===== src/rtl/uart_pkg.sv =====
// Shared constants and FSM encoding for the UART receive/transmit blocks.
// UART_RX_PARITY_EN adds the PARITY state to the encoding.
package uart_pkg;

  localparam int OSR           = 16;
  localparam int SP_A          = 7;
  localparam int SP_B          = 8;
  localparam int SP_C          = 9;
  localparam int SP_LAST       = 15;
  localparam int DEF_DATA_BITS = 8;
  localparam int DEF_DIV_W     = 16;

  typedef enum logic [2:0] {
    ST_IDLE,
    ST_START,
    ST_DATA,
`ifdef UART_RX_PARITY_EN
    ST_PARITY,
`endif
    ST_STOP
  } uart_state_e;

  function automatic logic maj3(input logic a, input logic b, input logic c);
    return (a & b) | (a & c) | (b & c);
  endfunction

endpackage


===== src/rtl/sync_cell.sv =====
// Multi-flop metastability synchronizer with selectable reset level.
module sync_cell #(
  parameter int   STAGES  = 2,
  parameter logic RST_VAL = 1'b0
) (
  input  logic clk,
  input  logic rst_n,
  input  logic i_d,
  output logic o_q
);

  logic [STAGES-1:0] ff;

  always_ff @(posedge clk or negedge rst_n) begin
    if (!rst_n) ff <= {STAGES{RST_VAL}};
    else        ff <= {ff[STAGES-2:0], i_d};
  end

  assign o_q = ff[STAGES-1];

endmodule


===== src/rtl/uart_baud_tick.sv =====
// Oversample tick generator: one tick every i_div+1 clocks, restartable via i_clr.
module uart_baud_tick #(
  parameter int DIV_W = 16
) (
  input  logic             clk,
  input  logic             rst_n,
  input  logic             i_en,
  input  logic             i_clr,
  input  logic [DIV_W-1:0] i_div,
  output logic             o_tick
);

  logic [DIV_W-1:0] cnt;
  logic             hit;

  // >= rather than == so a divisor lowered below the running count still wraps promptly
  assign hit    = (cnt >= i_div);
  assign o_tick = i_en && !i_clr && hit;

  always_ff @(posedge clk or negedge rst_n) begin
    if (!rst_n)                     cnt <= '0;
    else if (!i_en || i_clr || hit) cnt <= '0;
    else                            cnt <= cnt + DIV_W'(1);
  end

endmodule


===== src/rtl/uart_rx_deser.sv =====
// UART receiver: 16x oversampling, 3-sample majority, one-entry valid/ready output.
// Optional parity check enabled by defining UART_RX_PARITY_EN.
module uart_rx_deser
  import uart_pkg::*;
#(
  parameter int DATA_BITS   = DEF_DATA_BITS,
  parameter int DIV_W       = DEF_DIV_W,
  parameter int SYNC_STAGES = 2
) (
  input  logic                 clk,
  input  logic                 rst_n,
  input  logic                 i_en,
  input  logic [DIV_W-1:0]     i_div,
  input  logic                 i_rxd,
  output logic                 o_valid,
  input  logic                 i_ready,
  output logic [DATA_BITS-1:0] o_data,
  output logic                 o_frm_err,
  output logic                 o_ovr_err
`ifdef UART_RX_PARITY_EN
  ,
  input  logic                 i_par_odd,
  output logic                 o_par_err
`endif
);

  localparam int IDX_W = (DATA_BITS > 1) ? $clog2(DATA_BITS) : 1;

  logic rxd_s, tick, clr, done, maj, at_9, at_15, par_ok;
  uart_state_e          state, state_d;
  logic [3:0]           sc, sc_d;
  logic [IDX_W-1:0]     idx, idx_d;
  logic [DATA_BITS-1:0] shift, shift_d;
  logic                 s7, s8, s7_d, s8_d;

  sync_cell #(.STAGES(SYNC_STAGES), .RST_VAL(1'b1)) u_sync (
    .clk(clk), .rst_n(rst_n), .i_d(i_rxd), .o_q(rxd_s)
  );

  uart_baud_tick #(.DIV_W(DIV_W)) u_tick (
    .clk(clk), .rst_n(rst_n), .i_en(i_en), .i_clr(clr), .i_div(i_div), .o_tick(tick)
  );

  assign maj   = maj3(s7, s8, rxd_s);
  assign at_9  = tick && (sc == 4'(SP_C));
  assign at_15 = tick && (sc == 4'(SP_LAST));

`ifdef UART_RX_PARITY_EN
  logic par_bit, par_bit_d;
  assign par_ok = (par_bit == (^shift ^ i_par_odd));
`else
  assign par_ok = 1'b1;
`endif

  always_comb begin
    state_d = state;
    sc_d    = sc;
    idx_d   = idx;
    shift_d = shift;
    s7_d    = s7;
    s8_d    = s8;
    clr     = 1'b0;
    done    = 1'b0;
`ifdef UART_RX_PARITY_EN
    par_bit_d = par_bit;
`endif
    if (tick) sc_d = sc + 4'd1;
    if (tick && sc == 4'(SP_A)) s7_d = rxd_s;
    if (tick && sc == 4'(SP_B)) s8_d = rxd_s;

    case (state)
      ST_IDLE: begin
        sc_d  = '0;
        idx_d = '0;
        // restart the divisor so sample points line up with the falling edge
        if (!rxd_s) begin
          state_d = ST_START;
          clr     = 1'b1;
        end
      end
      ST_START: begin
        if (at_9 && maj) state_d = ST_IDLE;
        else if (at_15) begin
          state_d = ST_DATA;
          idx_d   = '0;
        end
      end
      ST_DATA: begin
        if (at_9) shift_d = {maj, shift[DATA_BITS-1:1]};
        if (at_15) begin
          if (idx == IDX_W'(DATA_BITS-1))
`ifdef UART_RX_PARITY_EN
            state_d = ST_PARITY;
`else
            state_d = ST_STOP;
`endif
          else
            idx_d = idx + IDX_W'(1);
        end
      end
`ifdef UART_RX_PARITY_EN
      ST_PARITY: begin
        if (at_9)  par_bit_d = maj;
        if (at_15) state_d   = ST_STOP;
      end
`endif
      ST_STOP: begin
        // decide at mid-stop so a back-to-back start bit is not missed
        if (at_9) begin
          done    = 1'b1;
          state_d = ST_IDLE;
        end
      end
      default: state_d = ST_IDLE;
    endcase

    if (!i_en) begin
      state_d = ST_IDLE;
      sc_d    = '0;
      idx_d   = '0;
      clr     = 1'b0;
      done    = 1'b0;
    end
  end

  always_ff @(posedge clk or negedge rst_n) begin
    if (!rst_n) begin
      state <= ST_IDLE;
      sc    <= '0;
      idx   <= '0;
      shift <= '0;
      s7    <= 1'b1;
      s8    <= 1'b1;
`ifdef UART_RX_PARITY_EN
      par_bit <= 1'b0;
`endif
    end else begin
      state <= state_d;
      sc    <= sc_d;
      idx   <= idx_d;
      shift <= shift_d;
      s7    <= s7_d;
      s8    <= s8_d;
`ifdef UART_RX_PARITY_EN
      par_bit <= par_bit_d;
`endif
    end
  end

  always_ff @(posedge clk or negedge rst_n) begin
    if (!rst_n) begin
      o_valid   <= 1'b0;
      o_data    <= '0;
      o_frm_err <= 1'b0;
      o_ovr_err <= 1'b0;
`ifdef UART_RX_PARITY_EN
      o_par_err <= 1'b0;
`endif
    end else begin
      o_frm_err <= done && !maj;
      o_ovr_err <= 1'b0;
`ifdef UART_RX_PARITY_EN
      o_par_err <= done && maj && !par_ok;
`endif
      if (done && maj && par_ok) begin
        if (!o_valid || i_ready) begin
          o_data  <= shift;
          o_valid <= 1'b1;
        end else begin
          o_ovr_err <= 1'b1;
        end
      end else if (o_valid && i_ready) begin
        o_valid <= 1'b0;
      end
    end
  end

endmodule

===== config.mk =====
export PLATFORM = sky130hd
export DESIGN_NAME = uart_rx_deser
export DESIGN_NICKNAME = d
export VERILOG_FILES = /design/src/rtl/uart_pkg.sv /design/src/rtl/sync_cell.sv /design/src/rtl/uart_baud_tick.sv /design/src/rtl/uart_rx_deser.sv
export SDC_FILE = /design/constraint.sdc
export NUM_CORES = 1
export LEC_CHECK = 0
export BUFFER_PORTS_ARGS = -buffer_cell sky130_fd_sc_hd__buf_2
export CAP_MARGIN = 20
export CELL_PAD_IN_SITES_DETAIL_PLACEMENT = 0
export CELL_PAD_IN_SITES_GLOBAL_PLACEMENT = 1
export CORE_MARGIN = 2
export CORE_UTILIZATION = 49
export CTS_CLUSTER_DIAMETER = 80
export DETAILED_ROUTE_END_ITERATION = 10
export PLACE_DENSITY = 0.88
export SETUP_SLACK_MARGIN = 0.3
export SLEW_MARGIN = 20
export SYNTH_ARGS = -nofsm -noshare
export SYNTH_HDL_FRONTEND = slang
export SYNTH_SLANG_ARGS = --single-unit

===== constraint.sdc =====
create_clock -name clk -period 6.13 [get_ports clk]
set_input_delay 0.3065 -clock clk [delete_from_list [all_inputs] [get_ports clk]]
set_output_delay 0.3065 -clock clk [all_outputs]
set_load 0.02 [all_outputs]

=== Word level (Yosys, flattened, before mapping) ===
Cells that the tools add are included.

* Register bits after elaboration: 49
* Bits of input ports: 21
* Output and inout bits: 11
* Logic and storage cells: 93

* Add/sub/neg operators: 3
* Order comparisons: 1
* Equality and inequality tests: 19
* Mux-type cells: 29
* Bitwise logic cells: 5
* Reduce and logical (&&, ||, !) cells: 24

{| class="wikitable"
|+ Operators by type and width
! operator !! count
|-
| 2-to-1 mux 3 bit || 12
|-
| inequality test 3 bit (second input constant) || 7
|-
| adder 16 x 1 -> 16 bit (second input constant) || 1
|-
| greater-or-equal comparator 16 bit || 1
|-
| 2-to-1 mux 16 bit || 1
|-
| equality test 4 bit (second input constant) || 3
|-
| 2-to-1 mux 4 bit || 3
|-
| one-hot mux 3 bit (4 select lines) || 1
|-
| 2-to-1 mux 1 bit || 11
|-
| logical AND 1 bit || 10
|-
| AND reduction 5 bit || 2
|-
| one-hot mux 3 bit (3 select lines) || 1
|-
| equality test 3 x 2 -> 1 bit (second input constant) || 2
|-
| AND reduction 2 bit || 3
|-
| adder 4 x 1 -> 4 bit (second input constant) || 1
|-
| equality test 4 x 3 -> 1 bit (second input constant) || 1
|-
| logical NOT 1 bit || 4
|-
| inequality test 4 x 1 -> 1 bit (second input constant) || 1
|-
| inequality test 4 bit (second input constant) || 1
|-
| adder 3 x 1 -> 3 bit (second input constant) || 1
|-
| bitwise AND 1 bit || 3
|-
| equality test 3 x 1 -> 1 bit (second input constant) || 1
|-
| equality test 3 bit (second input constant) || 1
|-
| logical NOT 3 bit || 1
|-
| 5 further kinds || 8
|}

=== Longest topological paths before layout ===
* Depth after elaboration: 13
* Gate-level depth with buffers: 10
* Gate-level depth less buffers: 8

=== By module ===
From an unflattened synthesis, not the netlist that was laid out.

* Cell total of the unflattened synthesis: 250
* Area total of the unflattened synthesis: 2660.1 µm²

{| class="wikitable"
|+ By module, submodules not included
! module !! times used !! cells an instance !! area an instance (µm²) !! sequential area each (µm²)
|-
| uart_rx_deser || 1 || 118 || 1443.9 || 753.2
|-
| uart_baud_tick || 1 || 130 || 1163.6 || 400.4
|-
| sync_cell || 1 || 2 || 52.6 || 52.6
|}

=== Worst setup path before layout ===
Ideal clock, no wire load.

* Kind: flip-flop to flip-flop
* Start: reg u_tick.cnt[13]
* End: reg o_data[2]
* Library setup time: 128 ps
* Arrival: 2221 ps
* Path slack: 3781 ps
* Cell stages (with the launch flop): 8
* Path buffers: 0
* Clock period less this slack: 2349 ps
* Path through: dfrtp_1 -> ha_1 -> nand2_1 -> nor4_4 -> o311ai_2 -> a311oi_4 -> nand3_4 -> mux2_1

* Cells in the longest elaborated chain, start to end: 8

{| class="wikitable"
|+ RTL lines
! element !! line !! RTL
|-
| from (decl) || uart_baud_tick.sv:13 || <nowiki>logic [DIV_W-1:0] cnt;</nowiki>
|-
| from (signal assigned) || uart_baud_tick.sv:23 || <nowiki>else cnt <= cnt + DIV_W'(1);</nowiki>
|-
| greater-or-equal comparator 16 bit || uart_baud_tick.sv:17 || <nowiki>assign hit = (cnt >= i_div);</nowiki>
|-
| logical AND 1 bit || uart_baud_tick.sv:18 || <nowiki>assign o_tick = i_en && !i_clr && hit;</nowiki>
|-
| logical AND 1 bit || uart_rx_deser.sv:45 || <nowiki>assign at_9 = tick && (sc == 4'(SP_C));</nowiki>
|-
| 2-to-1 mux 1 bit || uart_rx_deser.sv:109 || <nowiki>if (at_9) begin</nowiki>
|-
| 2-to-1 mux 1 bit || uart_rx_deser.sv:71 || <nowiki>case (state)</nowiki>
|-
| 2-to-1 mux 1 bit || uart_rx_deser.sv:117 || <nowiki>if (!i_en) begin</nowiki>
|-
| logical AND 1 bit || uart_rx_deser.sv:165 || <nowiki>if (done && maj && par_ok) begin</nowiki>
|-
| AND reduction 2 bit (no line) || - ||
|-
| to (signal assigned) || uart_rx_deser.sv:167 || <nowiki>o_data <= shift;</nowiki>
|-
| to (decl) || uart_rx_deser.sv:17 || <nowiki>output logic [DATA_BITS-1:0] o_data,</nowiki>
|}

Every way passes these cells.
A chain may end at the register's enable or synchronous reset.

=== Worst setup path after layout ===
* Start: reg u_tick.cnt[15]
* End: reg idx[0]

* Cells in the longest elaborated chain, start to end: 6

{| class="wikitable"
|+ RTL lines
! element !! line !! RTL
|-
| greater-or-equal comparator 16 bit (*) || uart_baud_tick.sv:17 ||
|-
| logical AND 1 bit (*) || uart_baud_tick.sv:18 ||
|-
| logical AND 1 bit || uart_rx_deser.sv:45 ||
|-
| logical AND 1 bit || uart_rx_deser.sv:82 || <nowiki>if (at_9 && maj) state_d = ST_IDLE;</nowiki>
|-
| inequality test 3 bit (no line) || - ||
|-
| AND reduction 5 bit (no line) (*) || - ||
|-
| to (signal assigned) || uart_rx_deser.sv:140 || <nowiki>idx <= idx_d;</nowiki>
|-
| to (decl) || uart_rx_deser.sv:32 || <nowiki>logic [IDX_W-1:0] idx, idx_d;</nowiki>
|}

Mark *: on every way between the ends. The rest lies on a longest branch, timed or not.

==> summary.txt <==
Status
  – Status: completed

Layout
  – Filler cells: 502
  – Final nets: 341
  – Most common cell after layout, fill and taps aside: dfrtp_1
  – Area growth, synth to finish: 12.9%
  – Most frequent cells in the layout: dfrtp_1, buf_2, nor2_1
  – Layout cells sized above 1: 0.224
  – N_diodes: 0

Synthesis
  – Avg Inst Size Synth: 10.5 µm²
  – Cells after synthesis: 259
  – Post-synth cell types: 44
  – Syn Std Cell Area: 2720 µm²
  – Post-synthesis sequential area ratio: 0.443
  – Post-synth EDFFs: 0
  – Seq cells post-synth: 48
  – FFs w/ async S/R, synth: 1.00
  – Syn_nets: 306
  – Synth warnings: 0
  – Ys flop type: dfrtp_1

Clock tree
  – # resized after CTS: 0
  – TritonCTS buffer count: 5
  – Clock Tree Buf Depth: 2
  – Clock latency at the later pin of the worst-skew pair: 0.30 ns
  – Root Driver: clkbuf_8
  – CTS clk-pin slew, worst paths: 0.10 ns
  – Postcts setup bufs: 0
  – CTS Hold Bufs: 0
  – TritonCTS clock tree: yes
  – Sinks on the clock net: 48
  – CTS H-Tree Depth: 2

Floorplan
  – Die X-Extent: 78.6 µm
  – Die ar.: 6170 µm²
  – Row count: 27
  – Initial core utilization: 0.501
  – Num ports: 32
  – Die height: 78.6 µm
  – Core Area: 5440 µm²

GRT
  – Remaining Overflow, GRT: 0
  – First-pass GRT wire length: 8520 µm
  – Initial antenna violation count: 0
  – Pin count of the biggest net entering global routing: 49
  – Number of global-route vias before repair: 1893
  – GR Util All Layers: 0.173

Place
  – HPWL after detailed placement: 3590 µm
  – Final estimated routing congestion in global placement: 0.817
  – Number of buffers added on ports: 31

Timing
  – Skew final: 0.00938 ns
  – Final Hold Viols: 0
  – Slew @ Worst Pin: 0.700 ns
  – RSZ-0062 raised after global routing: no
  – Hold WS: 0.00831 ns
  – Slew Viols, Final: 0
  – Fin crit share: 0.428
  – Post-layout min period: 2.62 ns
  – Fmax: 0.381 GHz
  – Setup TNS: 0 ns
  – Rel. slew slack: 0.529
  – Finish-stage setup viols: 0

Critical path
  – Setup CP Type: flop to flop
  – Endpoint class of the critical path: flop
  – Crit path max fanout: 4
  – Slowest CP cell: a311oi_1
  – Startpoint Class: flop
  – CP top delay family: compound AO/OA/AOI/OAI gates
  – Crit path DAT: 2.82 ns
  – CP Buf/Inv Count: 0
  – Worst setup path start: u_tick.cnt[15]
  – Required @ worst endpoint: 6.32 ns
  – Reg-to-reg startpoint: u_tick.cnt[15]
  – Crit-path cells: ha_1 -> nand2_1 -> nor4_4 -> o311ai_2 -> a311oi_1 -> a21oi_1 -> mux2_2
  – Slowest stage delay, CP: 0.56 ns

Power and ir drop
  – Maximum vdd drop: 0.000127 V
  – Cell Pwr Density: 201 nW/µm²
  – Lkg Pwr: 1.58 nW

Run
  – Max_cap viols: 0

Detailed routing
  – Routed vias: 1929
  – # DRC: 0
  – Pre-Repair DR Iteration Count: 4
  – Drt first-iter violations: 67
  – Post-route ant nets: 0
  – Vias per cell: 5.26
  – Total wire length: 4880 µm
  – Drt wl/cell: 13.3 µm

Worst hold path
  – Hold/Removal Path Class: input pin to asynchronous set/reset pin
## where the power goes
group | leakage, nW | switching (mW) | internal (mW) | total, mW
clock network | 0.0548 | 0.112 | 0.123 | 0.235
logic | 0.868 | 0.0362 | 0.0207 | 0.0569
registers | 0.655 | 0.00412 | 0.321 | 0.325
total | 1.58 | 0.153 | 0.464 | 0.617
## metal layers
layer | global-route usage | up-vias | routed length [µm]
li1 | - | 967 | -
met1 | 0.231 | 925 | 2280
met2 | 0.293 | 30 | 2400
met3 | 0.0322 | 7 | 141
met4 | 0.0368 | 0 | 57
met5 | 0 | - | 0
## cell usage after synthesis, drive strengths merged (2+ instances only)
master | number | area (µm²)
and2 | 2 | 12.5
o21ai | 4 | 20.0
xnor2 | 8 | 70.1
a311oi | 2 | 35.0
nor2 | 28 | 105
ha | 26 | 325
xor2 | 9 | 78.8
nand4 | 6 | 37.5
o31ai | 3 | 22.5
dfrtp | 44 | 1100
mux2 | 19 | 214
nor2b | 4 | 25.0
nor3 | 3 | 20.0
nand2b | 3 | 18.8
clkbuf | 3 | 11.3
a21oi | 10 | 50.1
dfstp | 4 | 105
a31oi | 3 | 18.8
nand3 | 14 | 82.6
nand2 | 14 | 55.1
and3 | 6 | 37.5
inv | 25 | 93.8
a22o | 3 | 26.3
## final cells by class
cell class                 instances  area [µm²]  share of cell area
multi-input combinational        183        1410               0.459
sequential                        48        1210               0.392
timing repair buffer              31         158              0.0513
inverter                          25        93.8              0.0305
tap                               72        90.1              0.0293
clock buffer                       5        68.8              0.0224
clock inverter                     3        46.3              0.0151
## kinds of logic (layout without fill, tap and decap cells)
logic type	count (synthesis)	count (layout)	share of synthesized area
AOI/OAI and AO/OA	35	35	0.0969
xor gates and xnor gates	17	17	0.0547
adders and majority gates	27	27	0.123
buffers and inverters	28	64	0.0386
DFF	48	48	0.443
muxes	20	20	0.0822
and+or+nand+nor	84	84	0.162
## flip-flops by register name, summed over array words and instances (netlist names)
name	cells
u_tick.cnt	16
o_data	8
shift	8
sc	4
idx	3
state	2
u_sync.ff	2
o_frm_err	1
o_ovr_err	1
o_valid	1
s7	1
s8	1
## final timing paths
kind,endpoint,slack (ns),cells after the start
worst max-delay path,idx[0],3.51,7
worst min-delay path,idx[1],0.008,1
worst max register to register,idx[0],3.51,7
worst min register to register,u_sync.ff[1],0.36,0
max in group asynchronous,u_tick.cnt[8],5.72,1
min in group clk,u_sync.ff[0],0.11,1
## metrics by stage
step	setup WS (ns)	power [mW]	instance area [µm²]	util	std cells
after floorplan	3.78	0.366	2720	-	259
after global placement	3.54	0.388	2960	0.544	359
after detailed placement	3.52	0.389	2960	0.544	359
after CTS	3.52	0.626	3070	0.565	367
after global routing	3.31	0.647	3080	0.565	367
final	3.51	0.617	3080	0.565	367
(Power assumes the default switching activity.)
